File: config.mk
export PLATFORM = sky130hd
export DESIGN_NAME = prog_loader
export DESIGN_NICKNAME = d
export VERILOG_FILES = /design/src/rtl/prog_loader.sv
export SDC_FILE = /design/constraint.sdc
export NUM_CORES = 1
export LEC_CHECK = 0
export CAP_MARGIN = 10
export CORE_UTILIZATION = 32
export CTS_BUF_LIST = sky130_fd_sc_hd__clkbuf_4
export CTS_CLUSTER_SIZE = 40
export DETAILED_ROUTE_END_ITERATION = 16
export PLACE_DENSITY = 0.48
export SYNTH_ARGS = -nofsm -noshare
export SYNTH_HDL_FRONTEND = slang
export SYNTH_SLANG_ARGS = --single-unit
File: constraint.sdc
create_clock -name clk -period 2.3 [get_ports clk]
set_input_delay 0.69 -clock clk [delete_from_list [all_inputs] [get_ports clk]]
set_output_delay 0.69 -clock clk [all_outputs]
set_load 0.03 [all_outputs]
File: src/rtl/prog_loader.sv
// Byte-stream program loader: assembles 16-bit words (high byte first), writes them to
// instruction memory from address 0, checks a trailing XOR checksum and gates the CPU reset.
//
// state     | meaning
// ----------+-------------------------------------------------
// S_LEN_HI  | waiting for word-count high byte
// S_LEN_LO  | waiting for word-count low byte, range check
// S_DATA_HI | waiting for instruction high byte
// S_DATA_LO | waiting for instruction low byte, issue write
// S_CHK     | waiting for checksum byte
// S_DONE    | load good, CPU released (terminal)
// S_ERR     | load aborted, CPU held (terminal)
module prog_loader #(
  parameter int ADDR_W    = 12,
  parameter int MAX_WORDS = 4096
) (
  input  logic              clk,
  input  logic              reset,
  input  logic [7:0]        in_data,
  input  logic              in_valid,
  output logic              in_ready,
  output logic              mem_wr,
  output logic [ADDR_W-1:0] mem_ad,
  output logic [15:0]       mem_data,
  output logic              cpu_reset,
  output logic              done,
  output logic              err
);

  localparam int CNT_W = ADDR_W + 1;
  localparam logic [16:0] MAX_N = 17'(MAX_WORDS);

  typedef enum logic [2:0] {
    S_LEN_HI,
    S_LEN_LO,
    S_DATA_HI,
    S_DATA_LO,
    S_CHK,
    S_DONE,
    S_ERR
  } state_t;

  state_t            state_q, state_d;
  logic [15:0]       len_q, len_d;
  logic [7:0]        hi_q, hi_d;
  logic [7:0]        chk_q, chk_d;
  logic [CNT_W-1:0]  cnt_q, cnt_d;
  logic [CNT_W-1:0]  cnt_inc;
  logic [15:0]       n_new;
  logic              mem_wr_q, mem_wr_d;
  logic [ADDR_W-1:0] mem_ad_q, mem_ad_d;
  logic [15:0]       mem_data_q, mem_data_d;
  logic              cpu_reset_q, cpu_reset_d;
  logic              done_q, done_d;
  logic              err_q, err_d;
  logic              accept;

  // Terminal states refuse bytes; the reset term keeps ready low in the reset cycle itself.
  assign in_ready = !reset && (state_q != S_DONE) && (state_q != S_ERR);
  assign accept   = in_valid && in_ready;
  assign cnt_inc  = cnt_q + 1'b1;
  assign n_new    = {len_q[15:8], in_data};

  always_comb begin
    state_d     = state_q;
    len_d       = len_q;
    hi_d        = hi_q;
    chk_d       = chk_q;
    cnt_d       = cnt_q;
    mem_wr_d    = 1'b0;
    mem_ad_d    = mem_ad_q;
    mem_data_d  = mem_data_q;
    cpu_reset_d = cpu_reset_q;
    done_d      = done_q;
    err_d       = err_q;
    if (accept) begin
      chk_d = chk_q ^ in_data;
      case (state_q)
        S_LEN_HI: begin
          len_d[15:8] = in_data;
          state_d     = S_LEN_LO;
        end
        S_LEN_LO: begin
          len_d[7:0] = in_data;
          if ({1'b0, n_new} > MAX_N) begin
            state_d = S_ERR;
            err_d   = 1'b1;
          end else if (n_new == 16'd0) begin
            state_d = S_CHK;
          end else begin
            state_d = S_DATA_HI;
          end
        end
        S_DATA_HI: begin
          hi_d    = in_data;
          state_d = S_DATA_LO;
        end
        S_DATA_LO: begin
          mem_wr_d   = 1'b1;
          mem_ad_d   = cnt_q[ADDR_W-1:0];
          mem_data_d = {hi_q, in_data};
          cnt_d      = cnt_inc;
          state_d    = (16'(cnt_inc) == len_q) ? S_CHK : S_DATA_HI;
        end
        S_CHK: begin
          if (in_data == chk_q) begin
            state_d     = S_DONE;
            done_d      = 1'b1;
            cpu_reset_d = 1'b0;
          end else begin
            state_d = S_ERR;
            err_d   = 1'b1;
          end
        end
        default: ;
      endcase
    end
  end

  always_ff @(posedge clk) begin
    if (reset) begin
      state_q     <= S_LEN_HI;
      len_q       <= '0;
      hi_q        <= '0;
      chk_q       <= '0;
      cnt_q       <= '0;
      mem_wr_q    <= 1'b0;
      mem_ad_q    <= '0;
      mem_data_q  <= '0;
      cpu_reset_q <= 1'b1;
      done_q      <= 1'b0;
      err_q       <= 1'b0;
    end else begin
      state_q     <= state_d;
      len_q       <= len_d;
      hi_q        <= hi_d;
      chk_q       <= chk_d;
      cnt_q       <= cnt_d;
      mem_wr_q    <= mem_wr_d;
      mem_ad_q    <= mem_ad_d;
      mem_data_q  <= mem_data_d;
      cpu_reset_q <= cpu_reset_d;
      done_q      <= done_d;
      err_q       <= err_d;
    end
  end

  assign mem_wr    = mem_wr_q;
  assign mem_ad    = mem_ad_q;
  assign mem_data  = mem_data_q;
  assign cpu_reset = cpu_reset_q;
  assign done      = done_q;
  assign err       = err_q;

endmodule

==> impl_metrics.toml, run 1 <==
[timing]
clock_skew_ns = 0.0180
max_freq_mhz = 461
finalHoldViolCount = 0
setup_viol_count_final = 0
period_share = 0.942
slew_viol_final = 0
rsz0062_at_grt = "false"
slew_headroom = 0.667
setup_ws_ns = 0.133
worst_slew_pin_slew_ns = 0.499
finalCriticalPeriod_ns = 2.17

[synth]
synth_edf_count = 0
synth_nets = 443
synth_cell_type_count = 51
avgSynthCellArea_sq_um = 8.32
synth-seq-area-share = 0.447
synth_seq_cells = 80
ys.warnings.count = 0
synth_area_sq_um = 3580
synthCells = 431
async_flop_share = 0
synth_ff_type = "dfxtp_1"

[route]
wirelength_mm = 8.72
drt-wirelength-per-cell_um = 13.7
wl_met3_um = 334
vias = 3067
firstDrtPassIters = 4
drcViolationCount = 0
route.met2.wl_mm = 4.22
viasPerCell = 4.84
drt-met1-wl_mm = 4.06
ant_nets = 0
maxUsedRoutingLayer = "met4"
drt_iter0_drc = 107

[cts]
holdBufCountCts = 0
clk_latency_ns = 0.43
path_clk_slew_ns = 0.12
cts_inserted_buffers = 9
cts_setup_buffers = 0
post_cts_resized = 0
cts_max_level = 3
clock_path_buffers = 2
cts_tree = "built"
cts-root-buf = "clkbuf_4"
cts.sinks = 80

[place]
dp_hpwl_mm = 6.41
port_buffers = 43
dp_cells = 618
pre_cts_ws_ns = -0.270
gp_congestion = 0.788

[cells_and_area]
n_fill_cell = 1153
nets = 501
drive_gt1_frac = 0.140
synthToLayoutAreaGrowth_pct = 25.0
stdcell_count = 634
antennaDiodeCount = 0

[power_and_ir_drop]
power_density_nw_per_um2 = 555
p_leak_uw = 0.00160
power_frac_comb = 0.092
pwr-share-seq = 0.579
intPower_uw = 1870
irDropWorstVdd_uv = 261
power.clock.fraction = 0.328
switching_share = 0.249
switching_power_uw = 619

[floorplan]
die_x_um = 108
die_area_sq_um = 11600
rows = 38
start_util = 0.329
design.core.area_sq_um = 10900
pin_count = 44
fp.dieH_um = 108

[global_routing]
grt_pass1_wl_mm = 14.9
antenna_found_initial = 0
grt_pass1_vias = 2948
grt_max_degree = 46
overflow = 0
track_usage = 0.166

[worst_setup_path]
required_ns = 1.61
worst_setup_path_start_kind = "register"
critPathArrivalTime_ns = 1.48
r2r_slack_ns = 0.21
cp-end-kind = "primary output"
crit_type = "register to primary output"
critPathMaxFanout = 8

[status]
status = "finished clean"

[min_path]
min_path_type = "register to register"

[run]
cap_violations = 0
==> sequential cells by signal, indices dropped and copies added, names as in the netlist, 3 cells and up <==
register,count
len_q,16
cnt_q,13
mem_ad,12
chk_q,8
mem_data,16
hi_q,8
state_q,3
==> path summary, 6_finish.rpt <==
kind                   start    endpoint  cells past startpoint
hold reg to reg         done        done                      2
setup reg to reg    cnt_q[3]  state_q[1]                      6
hold / removal          done        done                      2
setup / recovery  state_q[1]    in_ready                      3
==> cells in the final DEF, fill, tap and decap left out, types with 2 or more instances in the layout <==
master	n
and4_1	2
clkinv_1	2
inv_1	5
nand4_1	5
a21oi_1	47
nor2_2	2
clkinv_2	2
nor2_1	39
buf_12	3
or3_2	2
o21ai_0	17
nand3_1	11
and2_0	2
nor3b_1	2
a31oi_1	2
xor2_1	16
clkdlybuf4s50_1	41
or2_2	2
xnor2_1	24
nor3_1	3
or3_1	4
nor4_1	5
clkbuf_4	11
nand4_4	2
nand2_1	83
buf_4	38
dfxtp_1	79
mux2i_1	16
==> Yosys cell counts, types with 2 or more instances <==
cell type / instances / area share
nand2_1: 83 / 0.087
dfxtp_1: 80 / 0.45
a21oi_1: 47 / 0.066
nor2_1: 39 / 0.041
clkbuf_1: 28 / 0.029
xnor2_1: 24 / 0.059
o21ai_0: 17 / 0.024
mux2i_1: 16 / 0.045
xor2_1: 16 / 0.039
nand3_1: 11 / 0.015
inv_1: 5 / 0.0052
nand4_1: 5 / 0.0087
nor4_1: 5 / 0.0087
buf_6: 4 / 0.013
or3_1: 4 / 0.0070
nor3_1: 3 / 0.0042
a31oi_1: 2 / 0.0035
and2_0: 2 / 0.0035
and4_1: 2 / 0.0049
buf_2: 2 / 0.0028
nand4_4: 2 / 0.012
nor2_2: 2 / 0.0035
nor3b_1: 2 / 0.0042
or2_2: 2 / 0.0035
or3_2: 2 / 0.0042
==> critical path: stages (launching register included) <==
cell,delay (ns)
dfxtp_1,0.54
xor2_1,0.12
a21oi_1,0.21
buf_4,0.19
==> kinds of logic (layout without fill, tap and decap cells) <==
logic type,after synthesis,after routing,share of synthesized area
fa+ha+maj,1,1,0.00349
xor+xnor,40,40,0.0977
flops,80,80,0.447
simple gates,171,171,0.223
mux,16,16,0.0447
buf+inv,42,105,0.0544
compound gates,81,81,0.130
==> cell type report <==
type | count | area [sq um] | share of cell area
tap | 140 | 175 | 0.0391
sequential | 80 | 1600 | 0.358
multi-input combinational | 309 | 1790 | 0.399
inverter | 6 | 22.5 | 0.00503
clock buffer | 11 | 82.6 | 0.0184
clock inverter | 5 | 47.5 | 0.0106
timing repair buffer | 83 | 761 | 0.170
==> power by group through the flow <==
stage                     registers (uW)  logic (uW)  clock network (uW)
after floorplan                     1460         148                   0
after CTS                           1440         233                 844
after global placement              1470         230                   0
after global routing                1450         254                 910
after detailed placement            1470         232                   0
final                               1440         230                 816
==> layer usage <==
layer,global-route usage,up-vias
met5,0,-
met1,0.201,1432
met4,0.0499,0
li1,-,1576
met3,0.0406,9
met2,0.287,50
==> metrics by stage <==
stage	total power [uW]	utilization	hold WS (ns)	TNS, ns	cell area, sq um
after global placement	1700	0.399	0.437	-0.460	4350
after global routing	2610	0.411	0.480	0	4480
final	2490	0.411	0.457	0	4480
after floorplan	1610	-	0.431	0	3580
after CTS	2520	0.411	0.465	0	4480
after detailed placement	1700	0.399	0.447	-0.731	4350
(Power assumes the default switching activity.)
==> inputs of run 2 (changes only) <==
GPL_ROUTABILITY_DRIVEN = 0   (was not set)
SKIP_LAST_GASP = 1   (was not set)
==> results of run 2 <==
Same layout as run 1: the final DEF is identical, and so are final timing and power.
==> inputs of run 3 (changes only) <==
CORE_ASPECT_RATIO = 1.25   (was not set)
==> run 3 against run 2 <==
Net effect: via count down 0.72%; sequential share of layout area about the same; core utilization up 0.61 points; clock skew fell by 0.0049 ns; critical path type is now input pin to register; critical endpoint is now state_q[1]; largest cell class unchanged; largest power group unchanged.
==> impl_metrics.toml, run 3 (synthesis gave the netlist of run 1 again) <==
[status]
status = "finished clean"

[route]
wirelength_mm = 8.98
drt-wirelength-per-cell_um = 14.4
vias = 3045
ant_nets = 0
viasPerCell = 4.88
drt_iter0_drc = 131
firstDrtPassIters = 4
drcViolationCount = 0

[worst_setup_path]
critPathMaxFanout = 2
required_ns = 2.68
crit_type = "input pin to register"
worst_setup_path_start_kind = "input pin"
r2r_slack_ns = 0.18
critPathArrivalTime_ns = 2.66
cp-end-kind = "register"

[cts]
clk_latency_ns = 0.44
cts_max_level = 3
clock_path_buffers = 2
cts_setup_buffers = 0
cts-root-buf = "clkbuf_4"
path_clk_slew_ns = 0.13
cts_inserted_buffers = 9
cts_tree = "built"
cts.sinks = 80

[global_routing]
overflow = 0
track_usage = 0.164
grt_pass1_vias = 2945
grt_max_degree = 54
antenna_found_initial = 0
grt_pass1_wl_mm = 15.1

[cells_and_area]
synthToLayoutAreaGrowth_pct = 24.9
final_common_cell = "nand2_1"
drive_gt1_frac = 0.140
fin_util = 0.417
nets = 499
final_area_sq_um = 4480
antennaDiodeCount = 0
final_cell_mix = "83 x nand2_1, 79 x dfxtp_1, 47 x a21oi_1"

[floorplan]
rows = 42
design.core.area_sq_um = 10700
fp.dieH_um = 120
die_area_sq_um = 11600
pin_count = 44
start_util = 0.334
die_x_um = 96.7

[timing]
slew_viol_final = 0
clock_skew_ns = 0.0131
max_freq_mhz = 439
finalCriticalPeriod_ns = 2.28
worst_slew_pin_slew_ns = 0.647
setup_ws_ns = 0.0237
period_share = 0.990
rsz0062_at_grt = "false"
slew_headroom = 0.558
setup_viol_count_final = 0
finalHoldViolCount = 0

[place]
dp_hpwl_mm = 6.60
dpl-instance-area_sq_um = 4310
port_buffers = 43
pre_cts_ws_ns = -0.310

[power_and_ir_drop]
total_power_uw = 2630
power.clock.fraction = 0.366
switching_share = 0.256
irDropWorstVdd_uv = 306
intPower_uw = 1960
power_frac_comb = 0.087
switching_power_uw = 675
p_leak_uw = 0.00159
power_density_nw_per_um2 = 589
pwr-share-seq = 0.547

[run]
cap_violations = 0

[min_path]
min_path_type = "register to register"
run 3: layer usage:
layer,share of wire,GRT usage,wire (um),vias up
met4,0.019,0.0700,167,0
met5,0,0,0,-
li1,-,-,-,1555
met2,0.50,0.280,4450,50
met1,0.46,0.201,4120,1427
met3,0.027,0.0312,239,13
run 3: power by group through the flow:
| stage | registers (uW) | logic [uW] | clock network, uW |
|---|---|---|---|
| floorplan | 1460 | 148 | 0 |
| global placement | 1470 | 232 | 0 |
| detailed placement | 1470 | 232 | 0 |
| CTS | 1440 | 233 | 1000 |
| global route | 1450 | 256 | 1060 |
| finish | 1440 | 230 | 964 |
run 3: layout make-up:
cell class                      instances  area, sq um
Tap cell                              132          165
Sequential cell                        80         1600
Clock buffer                            9         67.6
Fill cell                            1135         6240
Clock inverter                          7         96.3
Multi-Input combinational cell        309         1790
Inverter                                6         22.5
Timing Repair Buffer                   81          733
run 3: path summary, 6_finish.rpt:
check | cells after the start | endpoint | start
setup reg to reg | 6 | state_q[1] | cnt_q[3]
hold reg to reg | 2 | done | done
hold / removal | 2 | done | done
setup / recovery | 7 | state_q[1] | in_valid
run 3: critical path, cell delays in order:
cell and delay (ns):
clkdlybuf4s50_1 0.49, inv_1 0.05, a2111oi_0 0.58, o21ai_0 0.20, a221oi_1 0.36, or2_2 0.17, o22a_1 0.13
run 3: per-stage QoR:
step / setup TNS (ns) / instances / hold WS [ns]
floorplan: 0 / 431 / 0.431
global placement: -1.20 / 608 / 0.434
detailed placement: -1.17 / 608 / 0.437
CTS: 0 / 624 / 0.456
global route: 0 / 624 / 0.475
finish: 0 / 624 / 0.452
run 3: repair_timing:
item / in CTS / in global routing
setup endpoints to repair: 1 / 0
hold buffers: 0 / 0
gates resized for setup: 1 / 0
